## config.mk

```make
export PLATFORM = sky130hd
export DESIGN_NAME = alu_pipe_cc_flat
export DESIGN_NICKNAME = d
export VERILOG_FILES = /design/src/rtl/alu_pkg.sv /design/src/rtl/alu_pipe_cc_if.sv /design/src/rtl/alu_core.sv /design/src/rtl/alu_pipe_cc.sv /design/src/flat_wrapper.sv
export SDC_FILE = /design/constraint.sdc
export NUM_CORES = 1
export LEC_CHECK = 0
export ABC_AREA = 1
export BUFFER_PORTS_ARGS = -buffer_cell sky130_fd_sc_hd__buf_2
export CAP_MARGIN = 15
export CORE_MARGIN = 8
export CORE_UTILIZATION = 50
export DETAILED_ROUTE_END_ITERATION = 10
export MAX_ROUTING_LAYER = met4
export PLACE_DENSITY = 0.69
export SKIP_LAST_GASP = 1
export SLEW_MARGIN = 20
export SYNTH_ARGS = -nofsm -noshare
export SYNTH_HDL_FRONTEND = slang
export SYNTH_SLANG_ARGS = --single-unit
export TNS_END_PERCENT = 100
```

## constraint.sdc

```tcl
create_clock -name clk -period 5.31 [get_ports clk]
set_input_delay 0 -clock clk [delete_from_list [all_inputs] [get_ports clk]]
set_output_delay 0 -clock clk [all_outputs]
set_load 0.005 [all_outputs]
```

## src/rtl/alu_pkg.sv

```systemverilog
// ---------------------------------------------------------------------------
// alu_pkg
// Shared definitions for the pipelined Y86-64 ALU (alu_pipe_cc).
//   FN_*      : Y86 OPq function codes (ifun field values)
//   cc_t      : architectural condition-code register layout
//   CC_RESET  : condition codes after reset (Y86 initial CC: ZF=1)
// Optional macro ALU_PIPE_CARRY_FLAG_EN adds a carry flag (cf) to cc_t.
// ---------------------------------------------------------------------------
package alu_pkg;

    localparam int FN_ADD = 0;
    localparam int FN_SUB = 1;
    localparam int FN_AND = 2;
    localparam int FN_XOR = 3;

    typedef struct packed {
        logic zf;
        logic sf;
        logic of;
`ifdef ALU_PIPE_CARRY_FLAG_EN
        logic cf;
`endif
    } cc_t;

`ifdef ALU_PIPE_CARRY_FLAG_EN
    localparam cc_t CC_RESET = '{1'b1, 1'b0, 1'b0, 1'b0};
`else
    localparam cc_t CC_RESET = '{1'b1, 1'b0, 1'b0};
`endif

endpackage

```

## src/rtl/alu_pipe_cc_if.sv

```systemverilog
// ---------------------------------------------------------------------------
// alu_pipe_cc_if
// Handshake/bus bundle between decode/operand-fetch, the ALU and writeback.
//   in_valid/in_ready   : operand beat handshake
//   in_a/in_b           : signed operands, in_fn: OPq code, in_set_cc
//   out_valid/out_ready : result beat handshake
//   out_result/out_ovf/out_err : result, signed overflow, illegal fn
//   cc_zf/cc_sf/cc_of   : committed condition codes
// Optional macro ALU_PIPE_CARRY_FLAG_EN adds out_cf and cc_cf.
// Modports: slave = ALU side, master = surrounding datapath side.
// ---------------------------------------------------------------------------
interface alu_pipe_cc_if #(
    parameter int WIDTH = 64,
    parameter int FN_W  = 4
);
    logic             in_valid;
    logic             in_ready;
    logic [WIDTH-1:0] in_a;
    logic [WIDTH-1:0] in_b;
    logic [FN_W-1:0]  in_fn;
    logic             in_set_cc;
    logic             out_valid;
    logic             out_ready;
    logic [WIDTH-1:0] out_result;
    logic             out_ovf;
    logic             out_err;
    logic             cc_zf;
    logic             cc_sf;
    logic             cc_of;
`ifdef ALU_PIPE_CARRY_FLAG_EN
    logic             out_cf;
    logic             cc_cf;
`endif

    modport slave (
        input  in_valid, in_a, in_b, in_fn, in_set_cc, out_ready,
        output in_ready, out_valid, out_result, out_ovf, out_err,
        output cc_zf, cc_sf, cc_of
`ifdef ALU_PIPE_CARRY_FLAG_EN
        , output out_cf, cc_cf
`endif
    );

    modport master (
        output in_valid, in_a, in_b, in_fn, in_set_cc, out_ready,
        input  in_ready, out_valid, out_result, out_ovf, out_err,
        input  cc_zf, cc_sf, cc_of
`ifdef ALU_PIPE_CARRY_FLAG_EN
        , input out_cf, cc_cf
`endif
    );

endinterface

```

## src/rtl/alu_core.sv

```systemverilog
// ---------------------------------------------------------------------------
// alu_core
// Combinational OPq execute unit: (a, b, fn) -> (result, ovf, err[, cf]).
//   i_a, i_b  : WIDTH-bit two's complement operands
//   i_fn      : function code (ADD, SUB, AND, XOR; anything else illegal)
//   o_result  : wrap-around result (0 for illegal fn)
//   o_ovf     : signed overflow (ADD/SUB only)
//   o_err     : illegal function code
//   o_cf      : carry (ADD) / borrow (SUB), only with ALU_PIPE_CARRY_FLAG_EN
// ---------------------------------------------------------------------------
module alu_core
    import alu_pkg::*;
#(
    parameter int WIDTH = 64,
    parameter int FN_W  = 4
) (
    input  logic [WIDTH-1:0] i_a,
    input  logic [WIDTH-1:0] i_b,
    input  logic [FN_W-1:0]  i_fn,
    output logic [WIDTH-1:0] o_result,
    output logic             o_ovf,
`ifdef ALU_PIPE_CARRY_FLAG_EN
    output logic             o_cf,
`endif
    output logic             o_err
);
    localparam int MSB = WIDTH - 1;

    logic [WIDTH-1:0] w_sum;
    logic [WIDTH-1:0] w_diff;

`ifdef ALU_PIPE_CARRY_FLAG_EN
    // One extra bit on the adder exposes the carry-out of bit WIDTH-1.
    logic [WIDTH:0] w_sum_x;
    assign w_sum_x = {1'b0, i_a} + {1'b0, i_b};
    assign w_sum   = w_sum_x[WIDTH-1:0];
`else
    assign w_sum   = i_a + i_b;
`endif
    assign w_diff  = i_a - i_b;

    always_comb begin
        o_result = '0;
        o_ovf    = 1'b0;
        o_err    = 1'b0;
`ifdef ALU_PIPE_CARRY_FLAG_EN
        o_cf     = 1'b0;
`endif
        case (i_fn)
            FN_W'(FN_ADD): begin
                o_result = w_sum;
                o_ovf    = (i_a[MSB] == i_b[MSB]) && (w_sum[MSB] != i_a[MSB]);
`ifdef ALU_PIPE_CARRY_FLAG_EN
                o_cf     = w_sum_x[WIDTH];
`endif
            end
            FN_W'(FN_SUB): begin
                o_result = w_diff;
                o_ovf    = (i_a[MSB] != i_b[MSB]) && (w_diff[MSB] != i_a[MSB]);
`ifdef ALU_PIPE_CARRY_FLAG_EN
                o_cf     = (i_a < i_b);
`endif
            end
            FN_W'(FN_AND): o_result = i_a & i_b;
            FN_W'(FN_XOR): o_result = i_a ^ i_b;
            default:       o_err    = 1'b1;
        endcase
    end

endmodule

```

## src/rtl/alu_pipe_cc.sv

```systemverilog
// ---------------------------------------------------------------------------
// alu_pipe_cc
// Two-stage pipelined Y86-64 OPq ALU holding the architectural CC register.
//   clk     : rising-edge clock
//   rst_n   : synchronous active-low reset
//   io_alu  : alu_pipe_cc_if.slave (operand/result handshakes, CC outputs)
// S1 registers operands on input handshake; S2 registers the alu_core
// outputs plus derived zf/sf. CC commits on the output handshake of a
// set_cc beat without err. Optional macro ALU_PIPE_CARRY_FLAG_EN adds cf.
// ---------------------------------------------------------------------------
module alu_pipe_cc
    import alu_pkg::*;
#(
    parameter int WIDTH = 64,
    parameter int FN_W  = 4
) (
    input  logic        clk,
    input  logic        rst_n,
    alu_pipe_cc_if.slave io_alu
);
    logic             r_s1_vld;
    logic [WIDTH-1:0] r_s1_a;
    logic [WIDTH-1:0] r_s1_b;
    logic [FN_W-1:0]  r_s1_fn;
    logic             r_s1_set_cc;

    logic             r_s2_vld;
    logic [WIDTH-1:0] r_s2_result;
    logic             r_s2_ovf;
    logic             r_s2_err;
    logic             r_s2_set_cc;
    logic             r_s2_zf;
    logic             r_s2_sf;

    cc_t              r_cc;

    logic [WIDTH-1:0] w_res;
    logic             w_ovf;
    logic             w_err;
    logic             w_s1_adv;
    logic             w_s2_adv;
    logic             w_commit;

`ifdef ALU_PIPE_CARRY_FLAG_EN
    logic             w_cf;
    logic             r_s2_cf;
`endif

    alu_core #(.WIDTH(WIDTH), .FN_W(FN_W)) u_core (
        .i_a      (r_s1_a),
        .i_b      (r_s1_b),
        .i_fn     (r_s1_fn),
        .o_result (w_res),
        .o_ovf    (w_ovf),
`ifdef ALU_PIPE_CARRY_FLAG_EN
        .o_cf     (w_cf),
`endif
        .o_err    (w_err)
    );

    // Ready chains backwards from state only, never from in_valid.
    assign w_s2_adv = !r_s2_vld || io_alu.out_ready;
    assign w_s1_adv = !r_s1_vld || w_s2_adv;
    assign w_commit = r_s2_vld && io_alu.out_ready && r_s2_set_cc && !r_s2_err;

    always_ff @(posedge clk) begin
        if (!rst_n) begin
            r_s1_vld    <= 1'b0;
            r_s1_a      <= '0;
            r_s1_b      <= '0;
            r_s1_fn     <= '0;
            r_s1_set_cc <= 1'b0;
            r_s2_vld    <= 1'b0;
            r_s2_result <= '0;
            r_s2_ovf    <= 1'b0;
            r_s2_err    <= 1'b0;
            r_s2_set_cc <= 1'b0;
            r_s2_zf     <= 1'b0;
            r_s2_sf     <= 1'b0;
`ifdef ALU_PIPE_CARRY_FLAG_EN
            r_s2_cf     <= 1'b0;
`endif
            r_cc        <= CC_RESET;
        end else begin
            if (w_s1_adv) begin
                r_s1_vld <= io_alu.in_valid;
                if (io_alu.in_valid) begin
                    r_s1_a      <= io_alu.in_a;
                    r_s1_b      <= io_alu.in_b;
                    r_s1_fn     <= io_alu.in_fn;
                    r_s1_set_cc <= io_alu.in_set_cc;
                end
            end
            // Data only loads with a valid beat, so an emptied S2 keeps its
            // last result on the outputs.
            if (w_s2_adv) begin
                r_s2_vld <= r_s1_vld;
                if (r_s1_vld) begin
                    r_s2_result <= w_res;
                    r_s2_ovf    <= w_ovf;
                    r_s2_err    <= w_err;
                    r_s2_set_cc <= r_s1_set_cc;
                    r_s2_zf     <= (w_res == '0);
                    r_s2_sf     <= w_res[WIDTH-1];
`ifdef ALU_PIPE_CARRY_FLAG_EN
                    r_s2_cf     <= w_cf;
`endif
                end
            end
            if (w_commit) begin
                r_cc.zf <= r_s2_zf;
                r_cc.sf <= r_s2_sf;
                r_cc.of <= r_s2_ovf;
`ifdef ALU_PIPE_CARRY_FLAG_EN
                r_cc.cf <= r_s2_cf;
`endif
            end
        end
    end

    assign io_alu.in_ready   = w_s1_adv;
    assign io_alu.out_valid  = r_s2_vld;
    assign io_alu.out_result = r_s2_result;
    assign io_alu.out_ovf    = r_s2_ovf;
    assign io_alu.out_err    = r_s2_err;
    assign io_alu.cc_zf      = r_cc.zf;
    assign io_alu.cc_sf      = r_cc.sf;
    assign io_alu.cc_of      = r_cc.of;
`ifdef ALU_PIPE_CARRY_FLAG_EN
    assign io_alu.out_cf     = r_s2_cf;
    assign io_alu.cc_cf      = r_cc.cf;
`endif

endmodule

```

## src/flat_wrapper.sv

```systemverilog
// flat-port wrapper written by rule: the top's interface ports become plain ports
module alu_pipe_cc_flat import alu_pkg::*;
#(
    parameter int WIDTH = 64,
    parameter int FN_W  = 4
)
  (clk, rst_n, io_alu_in_valid, io_alu_in_a, io_alu_in_b, io_alu_in_fn, io_alu_in_set_cc, io_alu_out_ready, io_alu_in_ready, io_alu_out_valid, io_alu_out_result, io_alu_out_ovf, io_alu_out_err, io_alu_cc_zf, io_alu_cc_sf, io_alu_cc_of);
  alu_pipe_cc_if #(.WIDTH(WIDTH), .FN_W(FN_W)) io_alu_i ();
  input  logic clk;
  input  logic rst_n;
  input wire logic [$bits(io_alu_i.in_valid)-1:0] io_alu_in_valid;
  input wire logic [$bits(io_alu_i.in_a)-1:0] io_alu_in_a;
  input wire logic [$bits(io_alu_i.in_b)-1:0] io_alu_in_b;
  input wire logic [$bits(io_alu_i.in_fn)-1:0] io_alu_in_fn;
  input wire logic [$bits(io_alu_i.in_set_cc)-1:0] io_alu_in_set_cc;
  input wire logic [$bits(io_alu_i.out_ready)-1:0] io_alu_out_ready;
  output wire logic [$bits(io_alu_i.in_ready)-1:0] io_alu_in_ready;
  output wire logic [$bits(io_alu_i.out_valid)-1:0] io_alu_out_valid;
  output wire logic [$bits(io_alu_i.out_result)-1:0] io_alu_out_result;
  output wire logic [$bits(io_alu_i.out_ovf)-1:0] io_alu_out_ovf;
  output wire logic [$bits(io_alu_i.out_err)-1:0] io_alu_out_err;
  output wire logic [$bits(io_alu_i.cc_zf)-1:0] io_alu_cc_zf;
  output wire logic [$bits(io_alu_i.cc_sf)-1:0] io_alu_cc_sf;
  output wire logic [$bits(io_alu_i.cc_of)-1:0] io_alu_cc_of;
  assign io_alu_i.in_valid = io_alu_in_valid;
  assign io_alu_i.in_a = io_alu_in_a;
  assign io_alu_i.in_b = io_alu_in_b;
  assign io_alu_i.in_fn = io_alu_in_fn;
  assign io_alu_i.in_set_cc = io_alu_in_set_cc;
  assign io_alu_i.out_ready = io_alu_out_ready;
  assign io_alu_in_ready = io_alu_i.in_ready;
  assign io_alu_out_valid = io_alu_i.out_valid;
  assign io_alu_out_result = io_alu_i.out_result;
  assign io_alu_out_ovf = io_alu_i.out_ovf;
  assign io_alu_out_err = io_alu_i.out_err;
  assign io_alu_cc_zf = io_alu_i.cc_zf;
  assign io_alu_cc_sf = io_alu_i.cc_sf;
  assign io_alu_cc_of = io_alu_i.cc_of;
  alu_pipe_cc #(.WIDTH(WIDTH), .FN_W(FN_W)) u_core (.clk(clk), .rst_n(rst_n), .io_alu(io_alu_i));
endmodule
```

# ---- Word level (Yosys, flattened, before mapping)
# Cells that the tools add are included.
dict set report word_totals {
  latch_bits 0
  memories 0
  rom_bits 0
  ram_bits 0
  regBits 207
  output_inout_bits 71
}
dict set report op_classes {
  div 0
  add_sub_neg 2
  n_reduce_logical 15
  n_mul 0
  bitwise 2
  magnitude_cmp 0
  eq_ne 7
  n_shift 0
  muxes 3
}
# op n
set op_table {}
lappend op_table {{$pmux W64 S4} 1}
lappend op_table {{$add A64 B64 Y64} 1}
lappend op_table {{$and A64 B64 Y64} 1}
lappend op_table {{$logic_not A64 Y1} 1}
lappend op_table {{$sub A64 B64 Y64} 1}
lappend op_table {{$xor A64 B64 Y64} 1}
lappend op_table {{$eq A4 B2 Y1 const B} 2}
lappend op_table {{$logic_and A1 B1 Y1} 5}
lappend op_table {{$eq A4 B1 Y1 const B} 1}
lappend op_table {{$logic_not A4 Y1} 1}
lappend op_table {{$reduce_and A2 Y1} 2}
lappend op_table {{$reduce_or A4 Y1} 1}
lappend op_table {{$logic_not A1 Y1} 3}
lappend op_table {{$ne A1 B1 Y1} 3}
lappend op_table {{$logic_or A1 B1 Y1} 2}
lappend op_table {{$pmux W1 S2} 1}
lappend op_table {{$eq A1 B1 Y1} 1}
lappend op_table {{$mux W1} 1}

# ---- Logic depth before layout (Yosys ltp)
dict set report depth {
  depth_word 4
  mapped_depth 26
  depth_no_buf 25
}

# ---- Cells and area by module
# Synthesis repeated with hierarchy kept, for this count alone.
dict set report unflattened {
  cells_unflattened 3866
  hier_area_um2 21185.3
}
# mod area_per_inst_um2 seq_area_each_um2 instances cells_each
set by_module_without_submodules {}
lappend by_module_without_submodules {alu_core 13629.3 0.0 1 2913}
lappend by_module_without_submodules {alu_pipe_cc 7556.0 4124.0 1 953}

# ---- Least setup slack after synthesis
# No wires, ideal clock.
dict set report synth_path {
  path_type {reg-to-reg}
  from {register u_core.r_s1_b[0]}
  to {register u_core.r_s2_zf}
  setup_slack_ns 2.819
  arrival_ns 2.426
  setup_ns 0.065
  synth_period_minus_slack_ns 2.491
  path_stages_with_launch 23
  path_cell_list {dfxtp_1 ha_1 inv_1 fa_1 nor2_1 nand3_1 nor2_1 nor2_1 nand2_1 nand2_1 nand2_1 nand2_1 nand3_1 nand3b_1 nor2_1 nand2_1 nor2_1 nand2_1 nor2_1 nand3_1 nor2_1 nor2_1 nor2_1}
}
dict set report synth_between {
  elab_chain_cells 3
}
# item line
set synth_rtl {}
lappend synth_rtl {{from (decl)} alu_pipe_cc.sv:23} ;# logic [WIDTH-1:0] r_s1_b;
lappend synth_rtl {{from (signal assigned)} alu_pipe_cc.sv:89} ;# r_s1_b <= io_alu.in_b;
lappend synth_rtl {{$sub A64 B64 Y64, or another cell as far along} alu_core.sv:40} ;# assign w_diff = i_a - i_b;
lappend synth_rtl {{$pmux W64 S4 *} alu_core.sv:49} ;# case (i_fn)
lappend synth_rtl {{$logic_not A64 Y1 *} alu_pipe_cc.sv:103} ;# r_s2_zf <= (w_res == '0);
lappend synth_rtl {{to (signal assigned)} alu_pipe_cc.sv:103}
lappend synth_rtl {{to (decl)} alu_pipe_cc.sv:32} ;# logic r_s2_zf;
# Every way passes the cells marked *; elsewhere a longest branch is shown, timed or not.
# A chain may end at the register's enable or synchronous reset.

# ---- Final worst setup path
dict set report layout_path {
  from {register u_core.r_s1_b[10]}
  to {register u_core.r_s2_zf}
}
# The elaborated chain is that of the path after synthesis.

==> flow_summary.toml <==
[hold_path]
whs_path_depth = 3
hp-class = "input pin to register"

[die]
chipHeight_um = 220
start_util_pct = 50.7
die-area_um2 = 48300
ioPinCount = 208
rows = 74
fp.dieW_um = 220
core_area_um2 = 40900

[synth]
synth_compound_area_share_pct = 13.7
syn_nets = 4146
synth_top_family_by_area = "simple AND/OR/NAND/NOR gates"
yosysWarnings = 0
synthAdderAreaFrac_pct = 7.91
synth-simple-area-share_pct = 41.2
avgSynthCellArea_um2 = 5.35
async_flop_share_pct = 0
syn_area_um2 = 20800
synth-edff-count = 0
netlist_instances = 3879
ys_seq_elements = 206
synth-xor-area-share_pct = 0.0844
synth-main-ff-cell = "dfxtp_1"
synth.distinct_cells = 46
synthMuxAreaShare_pct = 0
yosysSeqAreaShare_pct = 19.9

[global_route]
grt_max_degree = 99
gr-total-overflow = 0
grt_pass1_wl_um = 143000
grt_pass1_vias = 24300
grt_usage_pct = 39.6
antenna_found_initial = 3

[layout]
final_nets = 4393
area_delta_synth_final_pct = 16.7
layout-drive-gt1-share_pct = 7.31
fillCellCount = 4146
finalInstanceArea_um2 = 24200

[route]
drt-total-wl_um = 96100
wl_met1_um = 40100
wl_met3_um = 12800
met2WireLength_um = 39800
drc = 0
wire_per_inst_um = 20.5
first_pass_iters = 9
detailroute.via_count = 26100
ant_nets = 0
topRoutingLayerUsed = "met4"
post_drt_via_cell_ratio = 5.58
first_iter_violations = 3423

[sta]
holdWs_ns = 0.133
finalSetupViolations = 0
hold_viol = 0
setup_tns_ns = 0
fmax_ghz = 0.253
finalMaxSlewViolations = 0
fin_worst_skew_ns = 0.0168
min_period_ns = 3.95
period_share_pct = 74.5
relSlewSlack_pct = 21.9
layout_setup_ws_ns = 1.36
worst_pin_slew_ns = 1.17
rsz0062_at_grt = "no"

[place]
place_ws_ns = 1.60
place_hpwl_um = 74700
place_area_um2 = 21900
gp_congestion = 1.08
port_buffers = 207

[worst_setup_path]
worstPathBufferInverterCount = 4
cp_cell_sequence = "inv_1 -> ha_1 -> inv_1 -> nand2_1 -> nand2_1 -> inv_1 -> nand2_1 -> inv_1 -> nand3_1 -> nand2_1 -> nand3_1 -> nand2_1 -> nand3_1 -> nand3_1 -> nand3_1 -> nor2_1 -> nand2_1 -> nor2_1 -> nand3_1 -> nor2_1 -> nor2_1 -> nor2_1"
r2r_cells = 22
critPathTopFamily = "simple AND/OR/NAND/NOR gates"
slowest_delay_ns = 0.51
crit_cells = 22
critPathCaptureType = "register"
cp_max_fo = 9
path_class = "register to register"
worstPathRequired_ns = 5.80
start_kind = "register"
arrival_ns = 4.45
slowest_stage = "ha_1"

[clocking]
cts.path.max_buffers = 3
htree_levels = 1
root_buffer = "clkbuf_16"
cts_made_buffers = 24
cts_tree = "yes"
postCtsHoldBufs = 147
clk_latency_ns = 0.55
clk_pin_slew_ns = 0.07
cts_num_sinks = 206
postCtsSetupRepairBufs = 0
cts_resized = 0

[job]
cap_violations = 0

[power_and_ir_drop]
p_per_area_nw_per_um2 = 249
p_leak_nw = 13.6
peakVddDrop_mv = 0.293

[outcome]
status = "finished, final reports clean"
placed cells by master, fill, tap and decap left out, types with 12 or more instances in the layout:
master	Yosys	routed
o21bai_1	12	12
o21ai_0	257	257
ha_1	128	128
nor2_2	14	14
inv_1	761	760
o211ai_1	20	20
o22ai_1	42	42
nand3b_1	14	14
nand2_1	1161	1160
dlygate4sd3_1	0	147
a21oi_1	187	187
buf_2	41	206
dfxtp_1	206	206
nand3_1	271	270
buf_4	19	14
nor3_1	19	19
nor2_1	542	541
nand4_1	43	43
clkbuf_16	0	25
cell usage after synthesis (all sizes together), types with 2 or more instances:
cell / n / area share [%]
nand2: 1164 / 21
inv: 765 / 14
nor2: 557 / 10
nand3: 274 / 6.7
o21ai: 259 / 6.3
dfxtp: 206 / 20
a21oi: 187 / 4.5
ha: 128 / 7.7
buf: 73 / 2.0
clkbuf: 73 / 1.3
nand4: 43 / 1.3
o22ai: 42 / 1.3
nor3: 24 / 0.70
o211ai: 20 / 0.72
nand3b: 16 / 0.70
o21bai: 13 / 0.49
a31oi: 5 / 0.15
nor4: 5 / 0.15
and2: 4 / 0.12
or2: 4 / 0.12
clkinv: 3 / 0.054
a21o: 2 / 0.072
and3: 2 / 0.060
fa: 2 / 0.19
o2111ai: 2 / 0.084
xor2: 2 / 0.084
path summary, 6_finish.rpt:
check / end / slack, ns / from
worst max-delay path: u_core.r_s2_zf / 1.36 / u_core.r_s1_b[10]
worst min-delay path: u_core.r_s1_a[63] / 0.13 / io_alu_in_a[63]
worst max register to register: u_core.r_s2_zf / 1.36 / u_core.r_s1_b[10]
worst min register to register: u_core.r_s1_b[9] / 0.48 / u_core.r_s1_b[9]
per-layer routing:
layer  global-route usage (%)  vias up
met4                     12.5        0
met2                     58.0     1600
met3                     9.82      213
li1                         -    12400
met1                     52.8    11900
met5                        -        -
logic make-up after synthesis:
family                     Yosys count
and+or+nand+nor                   2094
AOI/OAI and AO/OA                  533
adders and majority gates          130
xor gates and xnor gates             2
DFF                                206
buffers and inverters              914
sequential cells by signal, indices dropped and copies added (netlist names), 4 cells and up:
register,count
u_core.io_alu.out_result,63
u_core.r_s1_fn,4
u_core.r_s1_a,64
u_core.r_s1_b,64
cell type report:
| class | count | area (um2) | share of cell area (%) |
|---|---|---|---|
| diodes | 4 | 10.0 | 0.0413 |
| repair buffers | 367 | 2610 | 10.8 |
| inverters | 768 | 2880 | 11.9 |
| clock inverters | 13 | 165 | 0.682 |
| well taps | 532 | 666 | 2.75 |
| flip-flops and latches | 206 | 4120 | 17.0 |
| clock buffers | 30 | 694 | 2.87 |
| multi-input cells | 2759 | 13100 | 54.0 |
where the power goes:
group | internal (mW) | switching (mW)
sequential | 1.66 | 0.0797
combinational | 0.720 | 1.78
clock | 1.08 | 0.722
per-stage QoR:
step           util [%]  total power [mW]  cells
2_1_floorplan         -              3.25   3879
3_3_place_gp       53.5              4.03   4485
3_5_place_dp       53.5              4.03   4485
4_1_cts            59.2              5.90   4675
5_1_grt            59.2              6.31   4679
6_report           59.2              6.04   4679
worst register-to-register path, stage by stage (launching register included):
cell and delay [ns]:
dfxtp_1 0.34, inv_1 0.06, ha_1 0.51, inv_1 0.18, nand2_1 0.11, nand2_1 0.08
inv_1 0.06, nand2_1 0.14, inv_1 0.09, nand3_1 0.26, nand2_1 0.18, nand3_1 0.26
nand2_1 0.35, nand3_1 0.12, nand3_1 0.11, nand3_1 0.14, nor2_1 0.14, nand2_1 0.10
nor2_1 0.24, nand3_1 0.18, nor2_1 0.14, nor2_1 0.05, nor2_1 0.07
No activity file was read; power rests on OpenSTA's default activity.
